--- src/rtl/pwm_ramp_ctrl.sv ---
// pwm_ramp_ctrl: soft-start/soft-stop sequencer for the 32-cycle motor PWM.
// Speed code steps by one toward the latched target once every RAMP_PERIODS
// PWM periods, always landing on a period boundary. estop forces an immediate
// stop and a sticky fault that must be cleared before restarting.
module pwm_ramp_ctrl #(
  parameter int RAMP_PERIODS = 4
) (
  input  logic       clock,
  input  logic       reset,
  input  logic [2:0] target_speed,
  input  logic       target_valid,
  input  logic       estop,
  input  logic       fault_clr,
  output logic [2:0] speed,
  output logic       pwm_hold,
  output logic       busy,
  output logic       at_target,
  output logic       fault
);

  typedef enum logic [2:0] {IDLE, RAMP_UP, RAMP_DOWN, RUN, ESTOP} state_t;

  localparam logic [7:0] LAST_STEP = 8'(RAMP_PERIODS - 1);

  state_t     state, state_nxt;
  logic [2:0] speed_nxt, target_reg, target_nxt;
  logic [4:0] pcnt;
  logic [7:0] step_cnt, step_nxt;
  logic       hold_nxt, fault_nxt, period_end;

  // Last cycle of a running PWM period; speed changes land on the next edge.
  assign period_end = (pcnt == 5'd31) && !pwm_hold;

  // Next-state, next-speed and bookkeeping; estop overrides everything.
  always_comb begin
    state_nxt  = state;
    speed_nxt  = speed;
    target_nxt = target_reg;
    hold_nxt   = pwm_hold;
    fault_nxt  = fault;
    step_nxt   = step_cnt;
    if (estop) begin
      state_nxt  = ESTOP;
      speed_nxt  = 3'd0;
      hold_nxt   = 1'b1;
      target_nxt = 3'd0;
      fault_nxt  = 1'b1;
      step_nxt   = 8'd0;
    end else begin
      if (fault_clr) fault_nxt = 1'b0;
      if (target_valid && state != ESTOP) target_nxt = target_speed;
      case (state)
        IDLE: begin
          speed_nxt = 3'd0;
          hold_nxt  = 1'b1;
          if (target_valid && target_speed != 3'd0) begin
            state_nxt = RAMP_UP;
            hold_nxt  = 1'b0;
            step_nxt  = 8'd0;
          end
        end
        RAMP_UP, RAMP_DOWN: begin
          if (speed == target_reg) begin
            // Arrived: a zero target parks the generator, otherwise hold speed.
            step_nxt = 8'd0;
            if (target_reg == 3'd0) begin
              state_nxt = IDLE;
              hold_nxt  = 1'b1;
            end else begin
              state_nxt = RUN;
            end
          end else if (period_end) begin
            if (step_cnt == LAST_STEP) begin
              // Direction is taken from the current target, so a reversal
              // never steps away from it.
              step_nxt = 8'd0;
              if (target_reg > speed) begin
                speed_nxt = speed + 3'd1;
                state_nxt = RAMP_UP;
              end else begin
                speed_nxt = speed - 3'd1;
                state_nxt = RAMP_DOWN;
              end
            end else begin
              step_nxt = step_cnt + 8'd1;
            end
          end
        end
        RUN: begin
          if (target_valid && target_speed != speed) begin
            state_nxt = (target_speed > speed) ? RAMP_UP : RAMP_DOWN;
            step_nxt  = 8'd0;
          end
        end
        ESTOP: begin
          // Leave only once the fault register itself has been cleared.
          if (!fault) state_nxt = IDLE;
        end
        default: state_nxt = IDLE;
      endcase
    end
  end

  // State register.
  always_ff @(posedge clock or posedge reset) begin
    if (reset) state <= IDLE;
    else       state <= state_nxt;
  end

  // Datapath registers; busy/at_target are registered from next-state values
  // so they agree with state and speed in the same cycle.
  always_ff @(posedge clock or posedge reset) begin
    if (reset) begin
      speed      <= 3'd0;
      pwm_hold   <= 1'b1;
      busy       <= 1'b0;
      at_target  <= 1'b1;
      fault      <= 1'b0;
      target_reg <= 3'd0;
      pcnt       <= 5'd0;
      step_cnt   <= 8'd0;
    end else begin
      speed      <= speed_nxt;
      pwm_hold   <= hold_nxt;
      busy       <= (state_nxt == RAMP_UP) || (state_nxt == RAMP_DOWN);
      at_target  <= (speed_nxt == target_nxt);
      fault      <= fault_nxt;
      target_reg <= target_nxt;
      step_cnt   <= step_nxt;
      // Period counter restarts from 0 when the generator is released.
      pcnt       <= (pwm_hold || hold_nxt) ? 5'd0 : pcnt + 5'd1;
    end
  end

endmodule

--- config.mk ---
export PLATFORM = sky130hd
export DESIGN_NAME = pwm_ramp_ctrl
export DESIGN_NICKNAME = d
export VERILOG_FILES = /design/src/rtl/pwm_ramp_ctrl.sv
export SDC_FILE = /design/constraint.sdc
export NUM_CORES = 1
export LEC_CHECK = 0
export CAP_MARGIN = 20
export CORE_MARGIN = 5
export CORE_UTILIZATION = 35
export DETAILED_ROUTE_END_ITERATION = 6
export PLACE_DENSITY = 0.57
export SETUP_SLACK_MARGIN = 0.05
export SYNTH_ARGS = -nofsm -noshare
export SYNTH_HDL_FRONTEND = slang
export SYNTH_SLANG_ARGS = --single-unit
--- constraint.sdc ---
create_clock -name clock -period 2.9 [get_ports clock]
set_clock_uncertainty 0.15 [all_clocks]
set_input_delay 0.87 -clock clock [delete_from_list [all_inputs] [get_ports clock]]
set_output_delay 0.87 -clock clock [all_outputs]
set_load 0.05 [all_outputs]
After elaboration in Yosys (flattened, before gate mapping)
Index checks and enable logic that the tools add are counted.

Reductions and logical operators: 14. Magnitude comparators: 2. Equal/unequal tests: 15. Bitwise operators: 0. Add/sub/neg operators: 4. Div/mod/pow operators: 0. Shift operators: 0. $mul: 0. Mux-type cells: 34.

Operators by type and width (count): $mux W8 (6); $mux W3 (14); $pmux W8 S3 (1); $pmux W3 S4 (1); $eq A3 B2 Y1 const B (3); $ne A3 B3 Y1 const B (3); $add A8 B1 Y8 const B (1); $eq A8 B2 Y1 const B (1); $eq A3 B1 Y1 const B (2); $eq A3 B3 Y1 (2); $gt A3 B3 Y1 (2); $logic_not A3 Y1 (2); $mux W1 (6); $mux W2 (3); $pmux W3 S2 (1); $add A5 B1 Y5 const B (1); $eq A5 B5 Y1 const B (1); $mux W5 (1); $logic_and A1 B1 Y1 (4); $ne A4 B4 Y1 const B (1); $reduce_and A4 Y1 (1); $reduce_bool A4 Y1 (1); $add A3 B1 Y3 const B (1); $eq A3 B3 Y1 const B (1); 8 further kinds (9).

Input port bits: 8. Memories kept: 0. ROM bits: 0. Output and inout bits: 7. Flip-flop bits (word level): 26. Bits in latches: 0. RAM bits: 0. Word-level logic and storage cells: 78.

Logic depth before layout (Yosys ltp)
Gate-level depths: netlist (run 1).

Word-level depth: 9. Mapped depth: 10. Mapped depth without buffers: 10.

Least setup slack after synthesis (run 1)
OpenSTA, ideal clock, no wires.

Path kind: flip-flop to flip-flop. Start: reg speed[2]. End: reg at_target. Stages on the path, launching flop included: 11. Clock period less this slack: 2896 ps. Setup slack: 4 ps. Required time: 2669 ps. Arrival time: 2665 ps. Library setup time: 81 ps. Path through: dfrtp_1 inv_1 ha_1 a21oi_1 a21oi_1 fa_1 a21boi_0 nand4b_1 mux2i_1 xor2_1 a211oi_2.

Word-level cells in the longest chain between the ends: 8. Elaborated cells between the ends (all ways): 11. Those cells by class: 2 x add/sub; 1 x order compare; 2 x eq/ne; 6 x mux.

Ends and longest elaborated chain: start, declared (RTL line 14) `output logic [2:0] speed,`; start signal, assigned (RTL line 123) `speed <= speed_nxt;`; $sub A3 B1 Y3, or another cell as far along (RTL line 81) `speed_nxt = speed - 3'd1;`; $mux W3 (RTL line 77) `if (target_reg > speed) begin`; $mux W3 (RTL line 73) `if (step_cnt == LAST_STEP) begin`; $mux W3 (RTL line 72) `end else if (period_end) begin`; $mux W3 (RTL line 63) `if (speed == target_reg) begin`; $pmux W3 S2 * (RTL line 52) `case (state)`; $mux W3 * (RTL line 42) `if (estop) begin`; $eq A3 B3 Y1 * (RTL line 126) `at_target <= (speed_nxt == target_nxt);`; end signal, assigned (RTL line 126); end, declared (RTL line 17) `output logic at_target,`.

Mark *: on every way between the ends. The rest lies on a longest branch, timed or not. A chain may end at the register's enable or synchronous reset.

Worst setup path in the final report (run 1)
Start: reg pwm_hold. End: out pwm_hold.

RTL lines: start, declared (RTL line 15) `output logic pwm_hold,`; start signal, assigned (RTL line 124) `pwm_hold <= hold_nxt;`.

No word-level cell between the ends.

==> results of run 1 <==
## kinds of logic (layout without fill, tap and decap cells)
group,count (synthesis),count (layout),share of synthesized area
multiplexers,6,6,0.0405
XOR/XNOR,5,5,0.0272
AO/OA/AOI/OAI,42,42,0.176
AND/OR/NAND/NOR,66,66,0.234
adder cells (fa/ha/maj),10,10,0.0825
buffers and inverters,14,37,0.0335
flip-flops,26,26,0.406
## worst reg2reg max path, stage by stage (launching register included)
cell	delay, ps
dfrtp_2	410
inv_1	120
ha_1	280
a21oi_1	200
a21oi_1	110
fa_1	380
a21boi_0	140
nand4b_1	200
mux2i_1	260
xor2_1	120
a211oi_2	230
## stage by stage
stage | area (sq um) | total power, mW
2_1_floorplan | 1610 | 0.466
3_3_place_gp | 1860 | 0.510
3_5_place_dp | 1860 | 0.512
4_1_cts | 1930 | 0.821
5_1_grt | 1940 | 0.849
6_report | 1940 | 0.808
## power breakdown
part | leakage (nW) | switching (mW) | internal, mW
Clock | 0.0357 | 0.119 | 0.185
Sequential | 0.347 | 0.00987 | 0.373
Combinational | 0.486 | 0.0711 | 0.0501
## layer usage
layer | share of wire | up-vias | GRT usage
li1 | - | 655 | -
met1 | 0.48 | 649 | 0.163
met2 | 0.49 | 15 | 0.210
met3 | 0.023 | 4 | 0.0243
met4 | 0.0088 | 0 | 0.0464
met5 | 0 | - | 0
## worst max-delay path by stage
| stage | end | cells past startpoint | startpoint |
|---|---|---|---|
| after floorplan | at_target$_DFF_PP1_ | 10 | speed[1]$_DFF_PP0_ |
| after global placement | step_cnt[4]$_DFFE_PP0P_ | 9 | target_speed[0] |
| after detailed placement | step_cnt[7]$_DFFE_PP0P_ | 9 | target_speed[0] |
| after CTS | step_cnt[7]$_DFFE_PP0P_ | 9 | target_speed[0] |
| after global routing | at_target$_DFF_PP1_ | 10 | speed[2]$_DFF_PP0_ |
| final | pwm_hold | 1 | pwm_hold$_DFF_PP1_ |
## cell type report
cell class | count | area share
flip-flops and latches | 26 | 0.337
multi-input cells | 129 | 0.468
repair buffers | 22 | 0.103
inverters | 11 | 0.0213
well taps | 52 | 0.0335
clock inverters | 1 | 0.0155
clock buffers | 3 | 0.0213
## repair_timing
action | CTS | global route
buffers inserted | 0 | 0
hold endpoints to repair | 0 | 0
resized for setup | 0 | 2
setup endpoints to repair | 0 | 3
## cells in the mapped netlist, types with 2 or more instances
| cell type | instances |
|---|---|
| nand3b_1 | 2 |
| and3_1 | 5 |
| ha_1 | 9 |
| dfrtp_1 | 24 |
| nor2b_1 | 3 |
| a21o_1 | 3 |
| o31ai_1 | 6 |
| nand2b_1 | 5 |
| nand2_1 | 5 |
| nand3_1 | 9 |
| and2_1 | 3 |
| clkbuf_1 | 2 |
| nor4_1 | 2 |
| a21oi_1 | 7 |
| mux2i_1 | 5 |
| xor2_1 | 3 |
| xnor2_1 | 2 |
| nor2_1 | 20 |
| o21ai_0 | 12 |
| inv_1 | 11 |
| or2_2 | 3 |
| dfstp_2 | 2 |
| o21a_1 | 2 |
==> impl_results.md, run 1 <==
- Reg2Reg Depth: 10
- CP startpoint kind: flop
- WHS Endpoint: pcnt[0]$_DFF_PP0_
- Hold Buf Count CTS: 0
- Worst slew pin tran: 551 ps
- Post-synth top flop: dfrtp_1
- Synth cell types: 47
- WP data required: 1880 ps
- R2R setup slack: 220 ps
- GR Overflow Total: 0
- Yosys warns: 0
- PortBufs: 14
- Core Util, Final: 0.440
- Hold wc startpoint: pcnt[0]$_DFF_PP0_
- Depth of the worst hold-timing path: 1
- Worst-Skew Late Latency: ~270 ps
- Slew margin rel.: 0.629
- Smallest setup slack after layout: 220 ps
- #FFs+latches synth: 26
- CP max stage delay: between 800 and 900 ps
- CTS root buffer: clkbuf_8
- Worst hold slack: 321 ps
- First-pass GRT wire length: 6420 um
- Most common cell after layout, fill and taps aside: dfrtp_1
- Fill cell count: 430
- Unrepaired setup endpoints after global routing: no
- Post-Route WL: 3510 um
- Die H: 77.8 um
- Final Hold Fails: 0
- EDFF count, synth: 0
- Seq/Total Area, Yosys: 0.406
- Critical path, cell by cell: clkdlybuf4s50_1
- CTS tree: done
- Multi-input logic area: 908 sq um
- Share of cells above drive strength 1: 0.130
- Yosys top cell by area: dfrtp_1
- Layout Cells excl Fill: between 200 and 250
- CORE AREA: about 4400 sq um
- Final ANT Viol Nets: 0
- Syn avg cell area: 9.51 sq um
- CTS Buffer Depth: 2
- Highest clock rate: 373 MHz
- Initial DRC count: 88
- Crit path kind: flop to output pin
- Total of max-cap violations: 0
- Most frequent cells in the layout: dfrtp_1, nor2_1, clkdlybuf4s50_1
- Static leakage: 0.868 nW
- Storage cell area: 654 sq um
- Clk slew on worst S/H paths: 90 ps
- Die Area: 6050 sq um
- RD Place Congestion: ~0.9
- Via count: 1323
- Drt pass-1 iters: 4
- CP arrival: about 1700 ps
- WL/cell: 14.4 um
- Setup TNS: 0 ps
- Hold/Removal Path Class: flop to flop
- Most flops, register: step_cnt
- Via/cell ratio: 5.42
- Maximum VDD drop: 0.204 mV
- Ranking of synthesized cells by area: dfrtp_1, ha_1, nor2_1
- Reg2reg end: at_target$_DFF_PP1_
- Post-Syn Instances: 169
- Pre-CTS setup slack: -158 ps
- Mapped Nets: about 190
- Max reg flops: 8
- Synthesis-to-finish area growth: 20.7%
- Critical path fanouts, max: 5
- Cts bufs inserted: 3
- Pwr Density: 416 nW/um^2
- CP bufs+invs: 1
- Top Family by Delay on Critical Path: buffers and inverters
- # diodes: 0
- Die Wd: 77.8 um
- Final number of max-transition violations: 0
- Final Cycle Share: 0.924
- Starting Density: 0.364
- Placed Instances: 240
- Io pins: 15
- GRT Util Overall: 0.127
- Net count of the finished layout: 211
- Crit Reg-Reg Startpoint: speed[2]$_DFF_PP0_
- Largest net degree at the start of global routing: 27
- H-tree levels: 1
- Crit. End Element: output pin
- Synthesized cell area: 1610 sq um
- Yosys top cell area share: 0.374
- DRC: 0
- Asr flop ratio synth: 1.00
- CTS sink cnt: 26
- DP HPWL: 2710 um
- Top flop regs: step_cnt (8), pcnt (5)
- Worst path slowest cell: clkdlybuf4s50_1
- Status: complete, no violations
- Number of global-route vias before repair: 1399
- Initial antenna violation count: 0
- Row count: 24
- Final setup violation count: 0
- Post-route minimum period: about 2700 ps
No activity file was read; power rests on OpenSTA's default activity.
==> inputs of run 2 (changes only) <==
--- a/config.mk
+++ b/config.mk
@@ -9,6 +9,7 @@
 export CORE_MARGIN = 5
 export CORE_UTILIZATION = 35
 export DETAILED_ROUTE_END_ITERATION = 6
+export GPL_ROUTABILITY_DRIVEN = 0
 export PLACE_DENSITY = 0.57
 export SETUP_SLACK_MARGIN = 0.05
 export SYNTH_ARGS = -nofsm -noshare
==> results of run 2 <==
The final DEF is identical to that of run 1; final timing and power are the same.
